[src/rtl/mse_window_acc_pkg.sv]
// Shared constants for the MER/MSE windowed squared-error accumulator.
package mse_window_acc_pkg;

  localparam int LFSR_LEN = 4;
  localparam int DEF_W    = 18;

  // Accumulator width: one error word plus one bit per doubling of the window.
  function automatic int acc_w(input int w, input int l);
    return w + l;
  endfunction

endpackage

[src/rtl/mse_window_acc_sq_trunc_acc.sv]
// One channel: square and truncate the error, then accumulate it with saturation.
module sq_trunc_acc #(
  parameter int W     = 18,
  parameter int ACC_W = 22
) (
  input  logic             clk,
  input  logic             reset,
  input  logic             clear,
  input  logic             smp_en,
  input  logic             acc_en,
  input  logic             acc_last,
  input  logic [W-1:0]     err,
  output logic [ACC_W-1:0] nxt_o,
  output logic             nxt_sat_o
);

  logic signed [W-1:0]   err_s;
  logic signed [2*W-1:0] sq;
  logic [W-1:0]          t_d, t_q;
  logic [ACC_W:0]        sum;
  logic [ACC_W-1:0]      acc_d, acc_q;
  logic                  sat_d, sat_q;
  logic                  sq_unused;

  assign err_s = err;
  assign sq    = err_s * err_s;
  // Kept unsigned: (-1.0)^2 lands on bit W-1 and must read as +1.0.
  assign t_d       = sq[2*W-2:W-1];
  assign sq_unused = ^{sq[2*W-1], sq[W-2:0]};

  assign sum       = {1'b0, acc_q} + {{(ACC_W+1-W){1'b0}}, t_q};
  assign nxt_o     = sum[ACC_W] ? {ACC_W{1'b1}} : sum[ACC_W-1:0];
  assign nxt_sat_o = sat_q | sum[ACC_W];

  always_comb begin
    acc_d = acc_q;
    sat_d = sat_q;
    if (clear) begin
      acc_d = '0;
      sat_d = 1'b0;
    end else if (acc_en) begin
      acc_d = acc_last ? '0 : nxt_o;
      sat_d = acc_last ? 1'b0 : nxt_sat_o;
    end
  end

  always_ff @(posedge clk) begin
    if (reset) begin
      t_q   <= '0;
      acc_q <= '0;
      sat_q <= 1'b0;
    end else begin
      if (smp_en) t_q <= t_d;
      acc_q <= acc_d;
      sat_q <= sat_d;
    end
  end

endmodule

[src/rtl/mse_window_acc.sv]
// Multi-channel windowed squared-error accumulator with a registered valid/ready result port.
module mse_window_acc
  import mse_window_acc_pkg::*;
#(
  parameter int  W        = DEF_W,
  parameter int  N_CH     = 2,
  parameter int  WIN_LOG2 = LFSR_LEN,
  localparam int ACC_W    = acc_w(W, WIN_LOG2)
) (
  input  logic                  clk,
  input  logic                  reset,
  input  logic                  clk_en,
  input  logic                  clear,
  input  logic                  use_ext_hold,
  input  logic                  hold,
  input  logic [N_CH*W-1:0]     err,
  input  logic                  out_ready,
  output logic                  out_valid,
  output logic [N_CH*W-1:0]     mse_out,
  output logic [N_CH*ACC_W-1:0] acc_full_out,
  output logic [N_CH-1:0]       sat_out,
  output logic                  overrun
);

  logic [WIN_LOG2-1:0]          cnt_d, cnt_q;
  logic                         s1_vld_d, s1_vld_q;
  logic                         s1_last_d, s1_last_q;
  logic                         out_valid_d, out_valid_q;
  logic                         overrun_d, overrun_q;
  logic [N_CH-1:0][W-1:0]       mse_d, mse_q;
  logic [N_CH-1:0][ACC_W-1:0]   full_d, full_q;
  logic [N_CH-1:0]              sat_d, sat_q;
  logic [N_CH-1:0][ACC_W-1:0]   nxt;
  logic [N_CH-1:0]              nxt_sat;
  logic                         win_end;

  // A pending last sample is dropped if clear arrives alongside it.
  assign win_end = s1_vld_q & s1_last_q & ~clear;

  for (genvar c = 0; c < N_CH; c++) begin : g_ch
    sq_trunc_acc #(.W(W), .ACC_W(ACC_W)) u_ch (
      .clk       (clk),
      .reset     (reset),
      .clear     (clear),
      .smp_en    (clk_en),
      .acc_en    (s1_vld_q),
      .acc_last  (s1_last_q),
      .err       (err[c*W +: W]),
      .nxt_o     (nxt[c]),
      .nxt_sat_o (nxt_sat[c])
    );
  end

  always_comb begin
    cnt_d       = cnt_q;
    s1_vld_d    = clk_en & ~clear;
    s1_last_d   = s1_last_q;
    out_valid_d = out_valid_q;
    overrun_d   = overrun_q;
    mse_d       = mse_q;
    full_d      = full_q;
    sat_d       = sat_q;

    if (clk_en) s1_last_d = use_ext_hold ? hold : (cnt_q == {WIN_LOG2{1'b1}});

    if (clear || use_ext_hold) cnt_d = '0;
    else if (clk_en)           cnt_d = cnt_q + 1'b1;

    if (win_end) begin
      out_valid_d = 1'b1;
      if (out_valid_q && !out_ready) overrun_d = 1'b1;
      full_d = nxt;
      sat_d  = nxt_sat;
      for (int c = 0; c < N_CH; c++) mse_d[c] = nxt[c][ACC_W-1:WIN_LOG2];
    end else if (out_ready) begin
      out_valid_d = 1'b0;
    end
  end

  always_ff @(posedge clk) begin
    if (reset) begin
      cnt_q       <= '0;
      s1_vld_q    <= 1'b0;
      s1_last_q   <= 1'b0;
      out_valid_q <= 1'b0;
      overrun_q   <= 1'b0;
      mse_q       <= '0;
      full_q      <= '0;
      sat_q       <= '0;
    end else begin
      cnt_q       <= cnt_d;
      s1_vld_q    <= s1_vld_d;
      s1_last_q   <= s1_last_d;
      out_valid_q <= out_valid_d;
      overrun_q   <= overrun_d;
      mse_q       <= mse_d;
      full_q      <= full_d;
      sat_q       <= sat_d;
    end
  end

  assign out_valid    = out_valid_q;
  assign overrun      = overrun_q;
  assign mse_out      = mse_q;
  assign acc_full_out = full_q;
  assign sat_out      = sat_q;

endmodule

[config.mk]
export PLATFORM = sky130hd
export DESIGN_NAME = mse_window_acc
export DESIGN_NICKNAME = d
export VERILOG_FILES = /design/src/rtl/mse_window_acc_pkg.sv /design/src/rtl/mse_window_acc_sq_trunc_acc.sv /design/src/rtl/mse_window_acc.sv
export SDC_FILE = /design/constraint.sdc
export NUM_CORES = 2
export LEC_CHECK = 0
export ABC_AREA = 1
export BUFFER_PORTS_ARGS = -buffer_cell sky130_fd_sc_hd__clkbuf_2
export CAP_MARGIN = 40
export CORE_MARGIN = 1
export CORE_UTILIZATION = 65
export CTS_BUF_LIST = sky130_fd_sc_hd__clkbuf_4 sky130_fd_sc_hd__clkbuf_8
export CTS_CLUSTER_SIZE = 12
export DETAILED_ROUTE_END_ITERATION = 12
export PLACE_DENSITY = 0.82
export SYNTH_ARGS = -nofsm -noshare
export SYNTH_HDL_FRONTEND = slang
export SYNTH_SLANG_ARGS = --single-unit
[constraint.sdc]
create_clock -name clk -period 9.4 [get_ports clk]
set_input_delay 1.41 -clock clk [delete_from_list [all_inputs] [get_ports clk]]
set_output_delay 1.41 -clock clk [all_outputs]
set_load 0.05 [all_outputs]
==> results.yml <==
global_routing:
  grt_pass1_wl_um: 124000
  grt_max_degree: 75
  grtUsageTotal_pct: 30.7
  grt_pass1_vias: 26634
  antenna_found_initial: 0
  globalRouteOverflowTotal: 0
logic_synthesis:
  ys_seq_area_share_pct: 8.73
  synthCells: 4261
  ys_warn_count: 0
  synth_top_cell_area_share_pct: 37.0
  synthMostInstantiatedCell: "inv_1"
  syn_area_sq_um: 31200
  synthTopCellsByArea: "fa_1 (37%), inv_1 (15%), nand2_1 (13%)"
  synth_ff_type: "dfxtp_1"
  synth.avg_cell_area_sq_um: 7.32
  syn-num-nets: 5119
  synth_edf_count: 0
  synth_area_leader_cell: "fa_1"
  synth_top_cells_by_count: "inv_1 (1240), nand2_1 (1063), fa_1 (576)"
  synth_seq_cells: 136
  async_reset_ff_share_pct: 0
  synth.distinct_cells: 45
clock_tree:
  post-cts-setup-buffer-count: 0
  cts_buffer_depth: 2
  insertion_delay_ns: 0.45
  cts.sinks: 136
  cts_buffers: 17
  clk_pin_slew_ns: 0.08
  ctsResizeCount: 0
  tritoncts: "done"
  root_buffer: "clkbuf_8"
  cts_hold_buf: 0
  htree_levels: 4
worst_setup_path:
  path_max_fanout: 23
  crit_type: "in2reg"
  arrival_ns: 7.20
  crit_path_start_kind: "input pin"
  worstPathRequired_ns: 9.75
  cp-end-kind: "flip-flop"
detailed_routing:
  final_antenna_net_count: 0
  initialDrtViolationCount: 1621
  routed_wl_um: 71100
  route.vias.total: 25344
  wire_per_inst_um: 14.6
  drc: 0
  dr.pass1.iters: 7
  via_per_inst: 5.19
placed_design:
  post-dp-hpwl_um: 60000
  gp_congestion: 0.956
  io_buffers: 126
  pre_cts_ws_ns: 2.10
  placed_cells: 4848
finish:
  nets: 5118
  stdcell_count: 4880
  area_delta_synth_final_pct: 3.52
  drive_above_1_share_pct: 5.76
  antenna_cells: 0
sta:
  fin_skew_ns: 0.0163
  max_slew_margin_pct: 44.0
  hold_viol: 0
  slew_violations: 0
  period_share_pct: 72.8
  hold_slack_ns: 0.473
  tightest_slew_ns: 0.840
  fmax_mhz: 146
  fin_crit_ns: 6.85
  setup_viol: 0
  rsz0062_at_grt: "no"
  tns_ns: 0
  worst_slack_ns: 2.55
die:
  start_util_pct: 66.4
  row_count: 79
  die-area_sq_um: 48800
  pin_count: 127
  die_w_um: 221
  chipHeight_um: 221
  core_sq_um: 47000
worst_hold_path:
  hp-class: "reg2reg"
outcome:
  status: "completed"
flow_run:
  drv_cap: 0
-- logic make-up after synthesis --
logic type	synth area share, %
AND/OR/NAND/NOR	20.6
buffers and inverters	17.5
adder cells (fa/ha/maj)	46.6
AO/OA/AOI/OAI	5.15
flip-flops	8.73
XOR/XNOR	1.52
-- critical path, cell delays in order --
cell,delay [ns]
clkbuf_2,0.31
nand2_1,0.25
inv_1,0.09
fa_1,0.58
inv_1,0.13
fa_1,0.52
inv_1,0.08
ha_1,0.43
inv_1,0.25
fa_1,0.54
inv_1,0.05
fa_1,0.53
inv_1,0.05
fa_1,0.47
inv_1,0.04
ha_1,0.36
nand2_1,0.12
nor2_1,0.27
nand2_1,0.12
or2_2,0.32
nand4_1,0.07
nand3_1,0.08
nand2_1,0.09
inv_1,0.04
-- per-layer routing --
layer	vias up	part of all wire, %	GRT usage (%)
li1	12232	-	-
met5	-	0	0
met2	740	51	56.2
met4	0	3.4	11.1
met3	170	4.4	2.55
met1	12202	41	37.9
-- registers in the layout, summed over array words and instances, names as in the netlist --
register and count:
g_ch.u_ch.acc_q 44, g_ch.u_ch.t_q 36, mse_out 36, acc_full_out 8, cnt_q 4, g_ch.u_ch.sat_q 2, sat_out 2, out_valid 1
overrun 1, s1_last_q 1, s1_vld_q 1
-- layout make-up --
class / instances / area (sq um)
fill: 3928 / 14700
timing repair buffer: 133 / 703
sequential: 136 / 2720
multi-input combinational: 2726 / 23000
clock buffer: 17 / 234
tap: 607 / 759
inverter: 1246 / 4680
clock inverter: 15 / 154
-- placed cells by master, fill, tap and decap left out, types with 5 or more instances in the layout --
| cell type | instances |
|---|---|
| nand2_1 | 1063 |
| o21bai_1 | 13 |
| o21ai_0 | 93 |
| xor2_1 | 28 |
| nand3b_1 | 8 |
| clkbuf_2 | 126 |
| ha_1 | 239 |
| nand2_2 | 8 |
| nand3_2 | 20 |
| fa_1 | 576 |
| a21oi_2 | 14 |
| nand4_1 | 18 |
| a21oi_1 | 135 |
| or2_2 | 17 |
| a31o_2 | 5 |
| a31oi_1 | 16 |
| a21o_1 | 6 |
| nor2_1 | 270 |
| nand3_1 | 127 |
| inv_1 | 1239 |
| dfxtp_1 | 136 |
| clkbuf_8 | 17 |
| nor3_1 | 16 |
| buf_4 | 5 |
| xnor2_1 | 26 |
| nor2_2 | 5 |
-- stage by stage --
stage                     utilization (%)  instance area [sq um]
after floorplan                         -                  31200
after global placement               67.8                  31900
after detailed placement             67.9                  31900
after CTS                            68.7                  32300
after global routing                 68.7                  32300
final                                68.7                  32300
-- final timing paths --
kind	start	to	slack, ns	depth (start not counted)
worst min-delay path	g_ch[0].u_ch.acc_q[11]$_SDFFE_PP0P_	g_ch[0].u_ch.acc_q[11]$_SDFFE_PP0P_	0.47	2
worst max-delay path	err[17]	g_ch[0].u_ch.t_q[9]$_SDFFE_PP0P_	2.55	24
worst max register to register	g_ch[0].u_ch.t_q[0]$_SDFFE_PP0P_	g_ch[0].u_ch.acc_q[2]$_SDFFE_PP0P_	6.92	12
worst min register to register	g_ch[0].u_ch.acc_q[11]$_SDFFE_PP0P_	g_ch[0].u_ch.acc_q[11]$_SDFFE_PP0P_	0.47	2
Power is not shown: default switching activity piles up to over one toggle a cycle in this logic, so the estimate is an artifact.
